### src/rtl/vga_vram_arbiter.sv
// rtl/vga_vram_arbiter.sv - single-port VRAM arbiter for display reads, clear sweep and buffered writes
//
// Ports:
//   Clock, Reset                        system clock, synchronous active-high reset
//   iDisplayEn, iColumn, iRow           display timing; one pixel read per active cycle
//   iWrReq, iWrAddr, iWrData, oWrFull   writer request into the FIFO (ignored while full)
//   iClearReq, iClearColor, oClearBusy  clear-screen sweep start / fill value / in progress
//   oRamAddr, oRamWe, oRamWData         VRAM port, combinational
//   iRamRData                           VRAM read data, one cycle after the address
//   oPixel                              registered pixel to the DAC
//   oDropCount                          saturating count of discarded out-of-range writes
module vga_vram_arbiter #(
  parameter int H_ACTIVE   = 64,
  parameter int V_ACTIVE   = 480,
  parameter int ADDR_W     = 15,
  parameter int DATA_W     = 3,
  parameter int FIFO_DEPTH = 4
) (
  input  logic              Clock,
  input  logic              Reset,
  input  logic              iDisplayEn,
  input  logic [9:0]        iColumn,
  input  logic [9:0]        iRow,
  input  logic              iWrReq,
  input  logic [ADDR_W-1:0] iWrAddr,
  input  logic [DATA_W-1:0] iWrData,
  output logic              oWrFull,
  input  logic              iClearReq,
  input  logic [DATA_W-1:0] iClearColor,
  output logic              oClearBusy,
  output logic [ADDR_W-1:0] oRamAddr,
  output logic              oRamWe,
  output logic [DATA_W-1:0] oRamWData,
  input  logic [DATA_W-1:0] iRamRData,
  output logic [DATA_W-1:0] oPixel,
  output logic [7:0]        oDropCount
);

  localparam int          PIX_TOTAL   = H_ACTIVE * V_ACTIVE;
  localparam logic [31:0] PIX_TOTAL_W = 32'(PIX_TOTAL);
  localparam int          COL_SH      = $clog2(H_ACTIVE);
  localparam int          PROD_W      = 10 + COL_SH + 1;
  localparam int          PTR_W       = (FIFO_DEPTH > 1) ? $clog2(FIFO_DEPTH) : 1;
  localparam int          CNT_W       = $clog2(FIFO_DEPTH + 1);

  typedef enum logic {
    ST_IDLE  = 1'b0,
    ST_CLEAR = 1'b1
  } state_t;

  // ---------------------------------------------------------------------------
  // Registers
  // ---------------------------------------------------------------------------
  state_t             state_q, state_d;
  logic [ADDR_W-1:0]  clr_addr_q, clr_addr_d;
  logic [DATA_W-1:0]  clr_color_q, clr_color_d;
  logic [ADDR_W-1:0]  fifo_addr_q [FIFO_DEPTH];
  logic [ADDR_W-1:0]  fifo_addr_d [FIFO_DEPTH];
  logic [DATA_W-1:0]  fifo_data_q [FIFO_DEPTH];
  logic [DATA_W-1:0]  fifo_data_d [FIFO_DEPTH];
  logic [PTR_W-1:0]   rd_ptr_q, rd_ptr_d;
  logic [PTR_W-1:0]   wr_ptr_q, wr_ptr_d;
  logic [CNT_W-1:0]   fifo_cnt_q, fifo_cnt_d;
  logic [7:0]         drop_q, drop_d;
  logic               de_dly_q, de_dly_d;
  logic [DATA_W-1:0]  pixel_q, pixel_d;

  // ---------------------------------------------------------------------------
  // Slot decode signals
  // ---------------------------------------------------------------------------
  logic [ADDR_W-1:0]  disp_addr;
  logic [ADDR_W-1:0]  head_addr;
  logic [DATA_W-1:0]  head_data;
  logic               head_in_range;
  logic               fifo_empty;
  logic               fifo_full;
  logic               clr_last;
  logic               clr_wr;
  logic               drain_pop;
  logic               push;
  logic [ADDR_W-1:0]  ram_addr;
  logic               ram_we;
  logic [DATA_W-1:0]  ram_wdata;

  // Display address row*H_ACTIVE + column, formed one bit wider than the
  // largest term so the carry is kept before truncation to ADDR_W. Columns
  // beyond the visible width are not clamped; that is a timing-source error.
  generate
    if ((1 << COL_SH) == H_ACTIVE) begin : g_shift_add
      assign disp_addr = ADDR_W'({1'b0, iRow, {COL_SH{1'b0}}}
                                 + {{(COL_SH + 1){1'b0}}, iColumn});
    end else begin : g_mul_add
      assign disp_addr = ADDR_W'(PROD_W'(iRow) * PROD_W'(H_ACTIVE)
                                 + PROD_W'(iColumn));
    end
  endgenerate

  assign head_addr     = fifo_addr_q[rd_ptr_q];
  assign head_data     = fifo_data_q[rd_ptr_q];
  assign head_in_range = ({{(32 - ADDR_W){1'b0}}, head_addr} < PIX_TOTAL_W);
  assign fifo_empty    = (fifo_cnt_q == '0);
  assign fifo_full     = (fifo_cnt_q == CNT_W'(FIFO_DEPTH));
  assign clr_last      = (clr_addr_q == ADDR_W'(PIX_TOTAL - 1));

  // A full FIFO rejects the request even if the head pops this cycle.
  assign push = iWrReq && !fifo_full;

  // ---------------------------------------------------------------------------
  // FSM: state register
  // ---------------------------------------------------------------------------
  always_ff @(posedge Clock) begin
    if (Reset) begin
      state_q <= ST_IDLE;
    end else begin
      state_q <= state_d;
    end
  end

  // ---------------------------------------------------------------------------
  // FSM: next state
  // ---------------------------------------------------------------------------
  always_comb begin
    state_d = state_q;
    case (state_q)
      ST_IDLE: begin
        if (iClearReq) begin
          state_d = ST_CLEAR;
        end
      end
      ST_CLEAR: begin
        // Requests during a sweep are ignored; leave only after the last word.
        if (clr_wr && clr_last) begin
          state_d = ST_IDLE;
        end
      end
      default: state_d = ST_IDLE;
    endcase
  end

  // ---------------------------------------------------------------------------
  // FSM: outputs / slot selection (display read > clear write > FIFO drain)
  // ---------------------------------------------------------------------------
  always_comb begin
    clr_wr    = 1'b0;
    drain_pop = 1'b0;
    ram_addr  = '0;
    ram_we    = 1'b0;
    ram_wdata = '0;
    if (iDisplayEn) begin
      ram_addr = disp_addr;
    end else if (!Reset) begin
      // Writes are suppressed in the reset cycle so an aborted sweep or
      // drain leaves no stray word in VRAM.
      if (state_q == ST_CLEAR) begin
        clr_wr    = 1'b1;
        ram_we    = 1'b1;
        ram_addr  = clr_addr_q;
        ram_wdata = clr_color_q;
      end else if (!fifo_empty) begin
        drain_pop = 1'b1;
        if (head_in_range) begin
          ram_we    = 1'b1;
          ram_addr  = head_addr;
          ram_wdata = head_data;
        end
      end
    end
  end

  // ---------------------------------------------------------------------------
  // Datapath next-state
  // ---------------------------------------------------------------------------
  always_comb begin
    clr_addr_d  = clr_addr_q;
    clr_color_d = clr_color_q;
    fifo_addr_d = fifo_addr_q;
    fifo_data_d = fifo_data_q;
    rd_ptr_d    = rd_ptr_q;
    wr_ptr_d    = wr_ptr_q;
    fifo_cnt_d  = fifo_cnt_q;
    drop_d      = drop_q;
    de_dly_d    = iDisplayEn;
    pixel_d     = de_dly_q ? iRamRData : '0;

    if (state_q == ST_IDLE && iClearReq) begin
      clr_color_d = iClearColor;
    end

    if (clr_wr) begin
      clr_addr_d = clr_last ? '0 : clr_addr_q + ADDR_W'(1);
    end

    // The pushed entry lands at the tail; it cannot be the head popped in
    // the same cycle, so there is no write-through path.
    if (push) begin
      fifo_addr_d[wr_ptr_q] = iWrAddr;
      fifo_data_d[wr_ptr_q] = iWrData;
      wr_ptr_d              = wr_ptr_q + PTR_W'(1);
    end

    if (drain_pop) begin
      rd_ptr_d = rd_ptr_q + PTR_W'(1);
      if (!head_in_range && drop_q != 8'hFF) begin
        drop_d = drop_q + 8'd1;
      end
    end

    case ({push, drain_pop})
      2'b10:   fifo_cnt_d = fifo_cnt_q + CNT_W'(1);
      2'b01:   fifo_cnt_d = fifo_cnt_q - CNT_W'(1);
      default: fifo_cnt_d = fifo_cnt_q;
    endcase
  end

  // ---------------------------------------------------------------------------
  // Datapath registers
  // ---------------------------------------------------------------------------
  always_ff @(posedge Clock) begin
    if (Reset) begin
      clr_addr_q  <= '0;
      clr_color_q <= '0;
      rd_ptr_q    <= '0;
      wr_ptr_q    <= '0;
      fifo_cnt_q  <= '0;
      drop_q      <= '0;
      de_dly_q    <= 1'b0;
      pixel_q     <= '0;
      for (int i = 0; i < FIFO_DEPTH; i++) begin
        fifo_addr_q[i] <= '0;
        fifo_data_q[i] <= '0;
      end
    end else begin
      clr_addr_q  <= clr_addr_d;
      clr_color_q <= clr_color_d;
      rd_ptr_q    <= rd_ptr_d;
      wr_ptr_q    <= wr_ptr_d;
      fifo_cnt_q  <= fifo_cnt_d;
      drop_q      <= drop_d;
      de_dly_q    <= de_dly_d;
      pixel_q     <= pixel_d;
      for (int i = 0; i < FIFO_DEPTH; i++) begin
        fifo_addr_q[i] <= fifo_addr_d[i];
        fifo_data_q[i] <= fifo_data_d[i];
      end
    end
  end

  assign oWrFull    = fifo_full;
  assign oClearBusy = (state_q == ST_CLEAR);
  assign oRamAddr   = ram_addr;
  assign oRamWe     = ram_we;
  assign oRamWData  = ram_wdata;
  assign oPixel     = pixel_q;
  assign oDropCount = drop_q;

endmodule

### config.mk
export PLATFORM = sky130hd
export DESIGN_NAME = vga_vram_arbiter
export DESIGN_NICKNAME = d
export VERILOG_FILES = /design/src/rtl/vga_vram_arbiter.sv
export SDC_FILE = /design/constraint.sdc
export NUM_CORES = 1
export LEC_CHECK = 0
export BUFFER_PORTS_ARGS = -buffer_cell sky130_fd_sc_hd__buf_4
export CAP_MARGIN = 20
export CELL_PAD_IN_SITES_DETAIL_PLACEMENT = 0
export CELL_PAD_IN_SITES_GLOBAL_PLACEMENT = 1
export CORE_MARGIN = 3
export CORE_UTILIZATION = 45
export DETAILED_ROUTE_END_ITERATION = 16
export PLACE_DENSITY_LB_ADDON = 0.2
export SLEW_MARGIN = 20
export SYNTH_ARGS = -nofsm -noshare
export SYNTH_HDL_FRONTEND = slang
export SYNTH_SLANG_ARGS = --single-unit
### constraint.sdc
create_clock -name Clock -period 3.7 [get_ports Clock]
set_input_delay 0.185 -clock Clock [delete_from_list [all_inputs] [get_ports Clock]]
set_output_delay 0.185 -clock Clock [all_outputs]
set_load 0.02 [all_outputs]
==> flow_summary_export.csv, run 1 <==
group,metric,value,unit
floorplan,die_w,114,um
pwr,cellPowerDensity,433,mW/mm2
timing,max_freq,300,MHz
timing,max_slew.worst_pin.slew,983,ps
worst_setup_path,worst-path-stages,6,
worst_setup_path,reg2reg_depth,9,
worst_setup_path,cp-start-kind,"flip-flop",
worst_setup_path,crit_required,3510,ps
synthesis,synthFlopType,"dfxtp_1",
clock_network,cts_tree,"yes",
status,status,"complete, no violations",
worst_setup_path,r2r-start,"fifo_cnt_q[0]",
worst_setup_path,worst_path_dominant_cell_family,"compound AO/OA/AOI/OAI gates",
worst_setup_path,cp-startpoint,"rd_ptr_q[0]",
synthesis,syn_avg_cell_area,8.67,um2
finish,n_antenna_cell,0,
worst_setup_path,r2r_slack,950,ps
worst_setup_path,path_cells,"buf_4, mux4_2, nand4_4, a21oi_1, o21ai_0, buf_4",
synthesis,synth_cells,602,
clock_network,clock_latency,350,ps
placement,post-dp-hpwl,8920,um
drt,antenna_left,0,
synthesis,ys_warn_count,0,
synthesis,synthesis.nets,664,
worst_setup_path,cp_slowest_cell,"a21oi_1",
grt,overflow,0,
placement,io_buffers,79,
drt,wire_per_inst,16.6,um
timing,timing.setup.tns,0,ps
min_path,hold_path.class,"in -> reg",
synthesis,synth_seq_cells,110,
finish,drive_gt1_frac,0.179,
clock_network,clockBufferDepth,2,
clock_network,numCtsBuffers,9,
clock_network,ctsResizeCount,0,
run,maxCapViolCount,0,
drt,first_iter_violations,288,
worst_setup_path,crit_end,"oRamAddr[4]",
synthesis,synth_enable_flop_cells,0,
worst_setup_path,critPathMaxFanout,13,
clock_network,clock-sinks,110,
drt,vias,4352,
grt,grt_first_pass_wirelength,21600,um
floorplan,rows,38,
clock_network,clkSlewWorstSetupHoldPaths,70,ps
worst_setup_path,critical_path_class,"reg -> out",
timing,slew_viol_final,0,
pwr,peakVddDrop,376,uV
finish,nets,724,
clock_network,h-tree-depth,3,
drt,vias_per_cell,5.40,
grt,grt_usage,0.212,
synthesis,synthDistinctLibCells,49,
floorplan,start_util,0.471,
grt,grt_pass1_vias,4195,
worst_setup_path,timing.critical_path.buf_inv,2,
drt,dr.pass1.iters,5,
synthesis,ys_async_sr_fraction,0,
clock_network,cts_setup_buffers,0,
clock_network,cts-root-buf,"clkbuf_16",
finish,syn_to_final_growth,18.3,%
drt,drc,0,
worst_setup_path,max_stage_delay,860,ps
synthesis,netlist_area,0.00522,mm2
pwr,total_leakage_power,2.31,nW
worst_setup_path,cp-end-kind,"primary output",
worst_setup_path,worstPathArrival,3150,ps
synthesis,yosysSeqAreaShare,0.422,
grt,grt_max_degree,67,
finish,fin_util,0.557,
timing,hold_violations,0,
timing,rsz0062_at_grt,"no",
timing,setup_violations,0,
timing,period_share,0.902,
worst_setup_path,crit_path_frequent_cell,"buf_4",
timing,finalClockSkew,4.35,ps
floorplan,io_pins,81,
timing,relSlewSlack,0.345,
floorplan,core,0.0111,mm2
drt,totalWireLength,13400,um
worst_setup_path,r2r-end,"fifo_cnt_q[2]",
placement,dp.cells,791,
clock_network,hold_buffers,0,
placement,place.gp.congestion,0.782,
floorplan,die_h,114,um
floorplan,die_area,0.0129,mm2
grt,antenna_found_initial,0,
timing,period_needed,3340,ps
finish,finalNonFillerCells,806,
==> layout by cell type (no fill, tap or decap), drive strengths merged, types with 3 or more instances in the layout <==
master	n
nand2	169
dfxtp	110
buf	85
a21oi	81
nor2	31
mux2i	19
mux4	18
o21ai	14
xnor2	14
inv	12
xor2	11
ha	11
clkbuf	10
nand3	9
and2	7
nor3	7
nand4	7
nor2b	5
or3	5
nor4	4
a32o	3
o22ai	3
and4	3
==> worst min path at each step <==
stage | to | cells after the start | from
5_1_grt | oPixel[1] | 2 | iRamRData[1]
3_5_place_dp | oPixel[1] | 2 | iRamRData[1]
3_3_place_gp | oPixel[0] | 2 | iRamRData[0]
6_report | oPixel[1] | 2 | iRamRData[1]
2_1_floorplan | oClearBusy | 2 | iClearReq
4_1_cts | oPixel[1] | 2 | iRamRData[1]
==> Yosys cell counts, types with 2 or more instances <==
master / number / area, um2
mux2i_1: 19 / 190
o21ai_0: 14 / 70.1
nand2b_1: 2 / 12.5
o32ai_1: 2 / 17.5
nand2_1: 169 / 634
nor4_2: 2 / 25.0
a21oi_1: 81 / 405
dfxtp_1: 110 / 2200
and2_1: 7 / 43.8
nor2b_1: 5 / 31.3
nor3_1: 6 / 30.0
and3_1: 2 / 12.5
a22oi_1: 2 / 15.0
a32o_1: 3 / 30.0
nand3_1: 9 / 45.0
mux4_1: 6 / 158
or4_1: 2 / 15.0
xor2_1: 11 / 96.3
o22ai_1: 3 / 18.8
nor2_1: 31 / 116
a21o_1: 2 / 15.0
buf_1: 4 / 15.0
inv_1: 9 / 33.8
buf_2: 8 / 40.0
a211oi_1: 2 / 15.0
mux4_2: 12 / 270
fa_1: 2 / 40.0
and4_1: 3 / 26.3
buf_6: 2 / 22.5
xnor2_1: 14 / 123
ha_1: 11 / 138
clkbuf_1: 21 / 78.8
nand4_1: 6 / 37.5
or3_1: 5 / 31.3
==> registers in the layout (all words and copies together), names as in the netlist <==
register     cells
fifo_data_q     12
oDropCount       8
fifo_addr_q     60
fifo_cnt_q       3
rd_ptr_q         2
clr_color_q      3
de_dly_q         1
clr_addr_q      15
oClearBusy       1
oPixel           3
wr_ptr_q         2
==> through the flow <==
| stage | area (um2) | total power, W | setup WS, ps | hold WS, ps |
|---|---|---|---|---|
| after global placement | 5870 | 0.00168 | 755 | 392 |
| after CTS | 6170 | 0.00270 | 282 | 24.6 |
| after floorplan | 5220 | 0.00154 | 1110 | 301 |
| final | 6170 | 0.00267 | 362 | 34.7 |
| after global routing | 6170 | 0.00279 | 21.6 | 22.4 |
| after detailed placement | 5870 | 0.00169 | 685 | 392 |
==> power breakdown <==
part | internal [W] | total (W) | switching, W
logic | 0.000164 | 0.000401 | 0.000237
registers | 0.00123 | 0.00126 | 0.0000317
clock network | 0.000550 | 0.00101 | 0.000456
==> worst register-to-register path, cell delays in order, from the launching register on <==
cell	delay, ps
dfxtp_1	400
nor3_1	100
or4_1	610
clkinv_1	280
ha_1	230
inv_1	60
fa_1	390
xor2_1	160
or3_1	310
a21oi_1	140
==> per-layer routing <==
metal,GRT usage,vias to the layer above,share of wire
met5,0,-,0
met4,0.0513,0,0.0089
met2,0.360,98,0.50
met3,0.0541,9,0.057
met1,0.270,2058,0.44
li1,-,2187,-
==> cells by family (layout without fill, tap and decap cells) <==
group                      count (synthesis)  in the layout  share of synthesized area
and+or+nand+nor                          257            257                      0.225
AOI/OAI and AO/OA                        114            114                      0.120
DFF                                      110            110                      0.422
buffers and inverters                     46            110                     0.0386
muxes                                     37             37                      0.118
xor gates and xnor gates                  25             25                     0.0419
adders and majority gates                 13             13                     0.0340
==> layout make-up <==
type                            count  area, um2
Tap cell                          140        175
Clock inverter                      5       66.3
Sequential cell                   110       2200
Inverter                           10       37.5
Timing Repair Buffer               85        638
Clock buffer                       10        239
Fill cell                        1036       4900
Multi-Input combinational cell    446       2820
(Power assumes the default switching activity.)
==> inputs of run 2 (changes only) <==
--- a/config.mk
+++ b/config.mk
@@ -12,6 +12,7 @@
 export CORE_MARGIN = 3
 export CORE_UTILIZATION = 45
 export DETAILED_ROUTE_END_ITERATION = 16
+export GPL_TIMING_DRIVEN = 0
 export PLACE_DENSITY_LB_ADDON = 0.2
 export SLEW_MARGIN = 20
 export SYNTH_ARGS = -nofsm -noshare
==> run 2 against run 1 <==
Die area unchanged. Non-clock buffer count grew 30. Register-to-register slack got worse by 80 ps. Clock skew grew 3.8 ps. Clock-buffer cell count is the same.
==> flow_summary_export.csv, run 2 (synthesis results as in run 1) <==
group,metric,value,unit
floorplan,rows,38,
finish,multi_input_area,0.00282,mm2
timing,max_slew.worst_pin.slew,843,ps
floorplan,start_util,0.471,
worst_setup_path,worstPathArrival,3120,ps
clock_network,cts-root-buf,"clkbuf_16",
drt,wire_per_inst,16.9,um
finish,n_antenna_cell,0,
worst_setup_path,cp-end-kind,"flip-flop",
finish,syn_to_final_growth,20.2,%
worst_setup_path,critPathMaxFanout,9,
finish,seq_area,0.00220,mm2
drt,antenna_left,0,
finish,n_fill_cell,1043,
grt,grt_max_degree,20,
clock_network,cts_tree,"yes",
min_path,hold_path.class,"in -> reg",
drt,first_iter_violations,369,
pwr,total_leakage_power,2.35,nW
timing,period_share,0.764,
worst_setup_path,crit_required,3990,ps
drt,vias_per_cell,5.40,
timing,hold-worst-slack,33.1,ps
clock_network,clkSlewWorstSetupHoldPaths,70,ps
pwr,cellPowerDensity,420,mW/mm2
pwr,clkPwrFrac,0.360,
clock_network,numCtsBuffers,9,
placement,place.gp.congestion,0.815,
min_path,holdPathStages,2,
timing,max_freq,354,MHz
timing,finalClockSkew,8.14,ps
grt,antenna_found_initial,0,
pwr,p_int,0.00189,W
clock_network,clock-sinks,110,
floorplan,io_pins,81,
finish,final_common_cell,"nand2_1",
clock_network,ctsResizeCount,0,
pwr,peakVddDrop,351,uV
pwr,pwr-share-comb,0.161,
worst_setup_path,cp-start-kind,"flip-flop",
placement,post-dp-hpwl,10000,um
timing,relSlewSlack,0.437,
pwr,seqPwrFrac,0.479,
floorplan,die_h,114,um
floorplan,core,0.0111,mm2
placement,io_buffers,79,
timing,rsz0062_at_grt,"no",
worst_setup_path,reg2reg_depth,10,
drt,totalWireLength,14200,um
finish,drive_gt1_frac,0.179,
clock_network,h-tree-depth,3,
clock_network,clock_latency,360,ps
finish,largest_reg_flops,60,
timing,setup_violations,0,
timing,slew_viol_final,0,
finish,largest-register,"fifo_addr_q",
grt,grt_pass1_vias,4516,
grt,grt_usage,0.228,
grt,overflow,0,
floorplan,die_area,0.0129,mm2
timing,period_needed,2830,ps
drt,drc,0,
finish,final_cell_mix,"169 x nand2_1, 110 x dfxtp_1, 81 x a21oi_1, 80 x buf_4, 31 x nor2_1",
worst_setup_path,critical_path_class,"reg -> reg",
drt,dr.pass1.iters,5,
timing,timing.setup.tns,0,ps
status,status,"complete, no violations",
grt,grt_first_pass_wirelength,22900,um
finish,nets,754,
floorplan,die_w,114,um
pwr,switching_power,0.000745,W
drt,vias,4518,
pwr,p_sw_frac,0.283,
clock_network,clockBufferDepth,2,
run,maxCapViolCount,0,
timing,hold_violations,0,
finish,top_regs,"fifo_addr_q: 60 flops, clr_addr_q: 15 flops, fifo_data_q: 12 flops",
clock_network,cts_setup_buffers,0,
clock_network,hold_buffers,0,
[run 2: worst max-delay path, stage by stage (launching register included)]
cell and delay (ps):
dfxtp_1 320, buf_2 180, or4_1 510, buf_2 200
clkinv_1 240, ha_1 240, inv_1 60, fa_1 390
xor2_1 170, or3_1 320, a21oi_1 140
[run 2: stage by stage]
step           cells  instance area [um2]  utilization  power (W)  setup WS [ps]
4_1_cts          837                 6270        0.566    0.00265            895
5_1_grt          837                 6270        0.566    0.00275            751
6_report         837                 6270        0.566    0.00264            874
3_3_place_gp     821                 5990        0.541    0.00170           1020
3_5_place_dp     821                 5990        0.541    0.00171            954
2_1_floorplan    602                 5220            -    0.00154           1110
[run 2: power by group through the flow]
| stage | registers (W) | clock network [W] | logic, W |
|---|---|---|---|
| after floorplan | 0.00128 | 0 | 0.000259 |
| after global placement | 0.00129 | 0 | 0.000414 |
| after detailed placement | 0.00129 | 0 | 0.000423 |
| after CTS | 0.00126 | 0.000966 | 0.000425 |
| after global routing | 0.00127 | 0.00102 | 0.000466 |
| final | 0.00126 | 0.000950 | 0.000424 |
[run 2: area by class of cell]
type | count | share of cell area
well taps | 140 | 0.0279
inverters | 10 | 0.00598
repair buffers | 79 | 0.0945
plain buffers | 36 | 0.0261
multi-input cells | 446 | 0.449
clock buffers | 10 | 0.0381
flip-flops and latches | 110 | 0.351
clock inverters | 6 | 0.00758
[run 2: path summary, 6_finish.rpt]
check	start	to	slack, ps
max	oClearBusy	fifo_cnt_q[2]	870
min reg2reg	fifo_addr_q[3]	fifo_addr_q[3]	450
min	iRamRData[1]	oPixel[1]	30
max reg2reg	oClearBusy	fifo_cnt_q[2]	870
[run 2: routing by layer]
| metal | routed length, um | global-route usage | up-vias |
|---|---|---|---|
| met2 | 6820 | 0.378 | 104 |
| met4 | 267 | 0.0825 | 0 |
| met3 | 783 | 0.0589 | 22 |
| met1 | 6290 | 0.286 | 2146 |
| met5 | 0 | 0 | - |
| li1 | - | - | 2246 |
==> inputs of run 3 (changes only) <==
--- a/config.mk
+++ b/config.mk
@@ -5,12 +5,13 @@
 export SDC_FILE = /design/constraint.sdc
 export NUM_CORES = 1
 export LEC_CHECK = 0
+export ABC_AREA = 1
 export BUFFER_PORTS_ARGS = -buffer_cell sky130_fd_sc_hd__buf_4
 export CAP_MARGIN = 20
 export CELL_PAD_IN_SITES_DETAIL_PLACEMENT = 0
 export CELL_PAD_IN_SITES_GLOBAL_PLACEMENT = 1
 export CORE_MARGIN = 3
-export CORE_UTILIZATION = 45
+export CORE_UTILIZATION = 37
 export DETAILED_ROUTE_END_ITERATION = 16
 export GPL_TIMING_DRIVEN = 0
 export PLACE_DENSITY_LB_ADDON = 0.2
==> constraint.sdc (replaced) <==
create_clock -name Clock -period 2.4 [get_ports Clock]
set_input_delay 0.12 -clock Clock [delete_from_list [all_inputs] [get_ports Clock]]
set_output_delay 0.12 -clock Clock [all_outputs]
set_load 0.02 [all_outputs]
==> run 3 against run 2 <==
Non-clock buffer count rose by 15. First-iteration DRC count rose by 32%. Sequential share of layout area fell by 2.7 points. Power rose by 61%. Critical endpoint is now oRamAddr[7].
==> flow_summary_export.csv, run 3 <==
group,metric,value,unit
pwr,p_sw_frac,0.286,
synthesis,netlist_area,0.00562,mm2
timing,slew_viol_final,0,
floorplan,rows,44,
pwr,total_leakage_power,2.81,nW
timing,period_share,0.958,
worst_setup_path,crit_required,2280,ps
synthesis,synth_enable_flop_cells,0,
worst_setup_path,timing.critical_path.buf_inv,3,
worst_setup_path,worst_path_dominant_cell_family,"buffers and inverters",
synthesis,synthesis.nets,870,
drt,first_iter_violations,486,
pwr,cellPowerDensity,625,mW/mm2
synthesis,synth_cells,808,
timing,finalClockSkew,10.5,ps
clock_network,clockBufferDepth,2,
synthesis,synth_seq_cells,110,
worst_setup_path,crit_path_frequent_cell,"a21oi_1",
worst_setup_path,worstPathArrival,2180,ps
timing,relSlewSlack,0.491,
worst_setup_path,cp_slowest_cell,"clkbuf_1",
finish,largest-register,"fifo_addr_q",
worst_setup_path,cp-start-kind,"flip-flop",
worst_setup_path,path_cells,"buf_4, clkbuf_1, o21ai_0, a21oi_1, a21oi_1, a21oi_1, nand2_1, nand2_1, buf_4",
pwr,p_int,0.00304,W
timing,hold_violations,0,
drt,wire_per_inst,17.1,um
clock_network,clock_latency,350,ps
drt,totalWireLength,18700,um
clock_network,cts-root-buf,"clkbuf_16",
placement,post-dp-hpwl,14000,um
grt,grt_usage,0.223,
floorplan,die_area,0.0167,mm2
finish,drive_gt1_frac,0.161,
synthesis,synthDistinctLibCells,36,
finish,n_fill_cell,1510,
drt,vias_per_cell,5.32,
synthesis,synth.top_cell.area_share,0.392,
worst_setup_path,critical_path_class,"reg -> out",
timing,max_slew.worst_pin.slew,764,ps
worst_setup_path,cp-end-kind,"primary output",
run,maxCapViolCount,0,
timing,period_needed,2300,ps
grt,grt_pass1_vias,5323,
clock_network,numCtsBuffers,9,
placement,place.gp.congestion,0.887,
pwr,clkPwrFrac,0.361,
synthesis,yosysSeqAreaShare,0.392,
finish,n_antenna_cell,0,
pwr,switching_power,0.00121,W
finish,syn_to_final_growth,21.0,%
clock_network,clock-sinks,110,
timing,max_freq,435,MHz
timing,setup_violations,0,
clock_network,cts_tree,"yes",
grt,grt_first_pass_wirelength,28800,um
worst_setup_path,critPathMaxFanout,10,
drt,drc,0,
timing,setup_slack,99.9,ps
finish,final_cell_mix,"170 x nand2_1, 131 x a21oi_1, 110 x dfxtp_1, 82 x buf_4",
grt,overflow,0,
drt,vias,5798,
min_path,hold_path.class,"in -> reg",
pwr,seqPwrFrac,0.459,
grt,antenna_found_initial,0,
floorplan,core,0.0147,mm2
placement,pre_cts_ws,160,ps
synthesis,yosysMostFrequentCell,"nand2_1",
finish,largest_reg_flops,60,
clock_network,h-tree-depth,3,
clock_network,clkSlewWorstSetupHoldPaths,60,ps
finish,top_regs,"fifo_addr_q: 60 flops, clr_addr_q: 15 flops, fifo_data_q: 12 flops",
finish,nets,964,
drt,dr.pass1.iters,6,
synthesis,syn_avg_cell_area,6.95,um2
synthesis,synth_area_leaders,"dfxtp_1 39%, a21oi_1 12%, nand2_1 11%, o21ai_0 6.5%, nand3_1 6.4%",
synthesis,synthFlopType,"dfxtp_1",
floorplan,die_w,129,um
floorplan,io_pins,81,
pwr,pwr-share-comb,0.180,
finish,final_common_cell,"nand2_1",
drt,antenna_left,0,
synthesis,ys_async_sr_fraction,0,
floorplan,start_util,0.382,
worst_setup_path,max_stage_delay,430,ps
timing,timing.setup.tns,0,ps
status,status,"complete, no violations",
synthesis,ys_warn_count,0,
floorplan,die_h,129,um
synthesis,ys_top_cells_by_count,"170 x nand2_1, 133 x a21oi_1, 110 x dfxtp_1",
timing,rsz0062_at_grt,"no",
synthesis,synth_top_area_cell,"dfxtp_1",
pwr,peakVddDrop,314,uV
grt,grt_max_degree,17,
placement,io_buffers,78,
==> run 3: cell count changes after synthesis, sizes merged, moves of 9 or more <==
cell	change
nand3	+70
mux2i	-19
xnor2	-11
o21ai	+62
a21oi	+52
nand2	+9
nand4	+9
inv	+67
nor2	+24
mux4	-18
==> run 3: per-stage QoR <==
step | utilization | hold slack, ps | instances | power (W) | instance area [um2]
final | 0.463 | 8.01 | 1090 | 0.00425 | 6800
after global placement | 0.438 | 335 | 1070 | 0.00272 | 6430
after detailed placement | 0.438 | 343 | 1070 | 0.00274 | 6430
after floorplan | - | 232 | 808 | 0.00242 | 5620
after global routing | 0.463 | 13.7 | 1090 | 0.00444 | 6800
after CTS | 0.460 | 0.402 | 1088 | 0.00428 | 6770
==> run 3: per-layer routing <==
layer | part of all wire | GRT usage | up-vias
li1 | - | - | 2860
met1 | 0.47 | 0.323 | 2706
met2 | 0.45 | 0.341 | 207
met3 | 0.057 | 0.0268 | 25
met4 | 0.025 | 0.0809 | 0
met5 | 0 | 0 | -
==> run 3: power groups by stage <==
stage / registers (W) / clock network (W) / logic [W]
CTS: 0.00195 / 0.00157 / 0.000755
global placement: 0.00199 / 0 / 0.000737
detailed placement: 0.00199 / 0 / 0.000747
global route: 0.00196 / 0.00165 / 0.000841
floorplan: 0.00198 / 0 / 0.000441
finish: 0.00195 / 0.00153 / 0.000766
==> run 3: layout make-up <==
type	count	area [um2]	share of cell area
multi-input combinational	574	2910	0.427
sequential	110	2200	0.324
timing repair buffer	83	631	0.0927
inverter	77	292	0.0429
clock buffer	12	256	0.0377
buffer	47	238	0.0350
tap	184	230	0.0339
clock inverter	3	43.8	0.00644
==> run 3: worst paths after layout <==
path | start | to | cells after the start | slack [ps]
worst min register to register | fifo_data_q[5] | fifo_data_q[5] | 2 | 450
worst max register to register | fifo_cnt_q[0] | fifo_cnt_q[2] | 11 | 180
worst min-delay path | iClearColor[0] | clr_color_q[0] | 3 | 8
worst max-delay path | rd_ptr_q[1] | oRamAddr[7] | 9 | 100
==> run 3: cells by family after synthesis <==
logic type	share of synthesized area
simple gates	0.278
compound gates	0.195
xor+xnor	0.0109
buf+inv	0.0924
flops	0.392
fa+ha+maj	0.0316
==> run 3: worst min-delay path, cell delays in order <==
cell and delay (ps):
buf_4 80, nor2_1 30, nor2_1 80
==> run 3: timing repair <==
action                                  4_1_cts  5_1_grt
endpoints found under the hold margin         3        0
pin swaps                                     0        2
setup buffers                                 0        2
hold buffers                                  3        0
cloned                                        0        0
resized for setup                             2       12
endpoints found under the setup margin        6       14
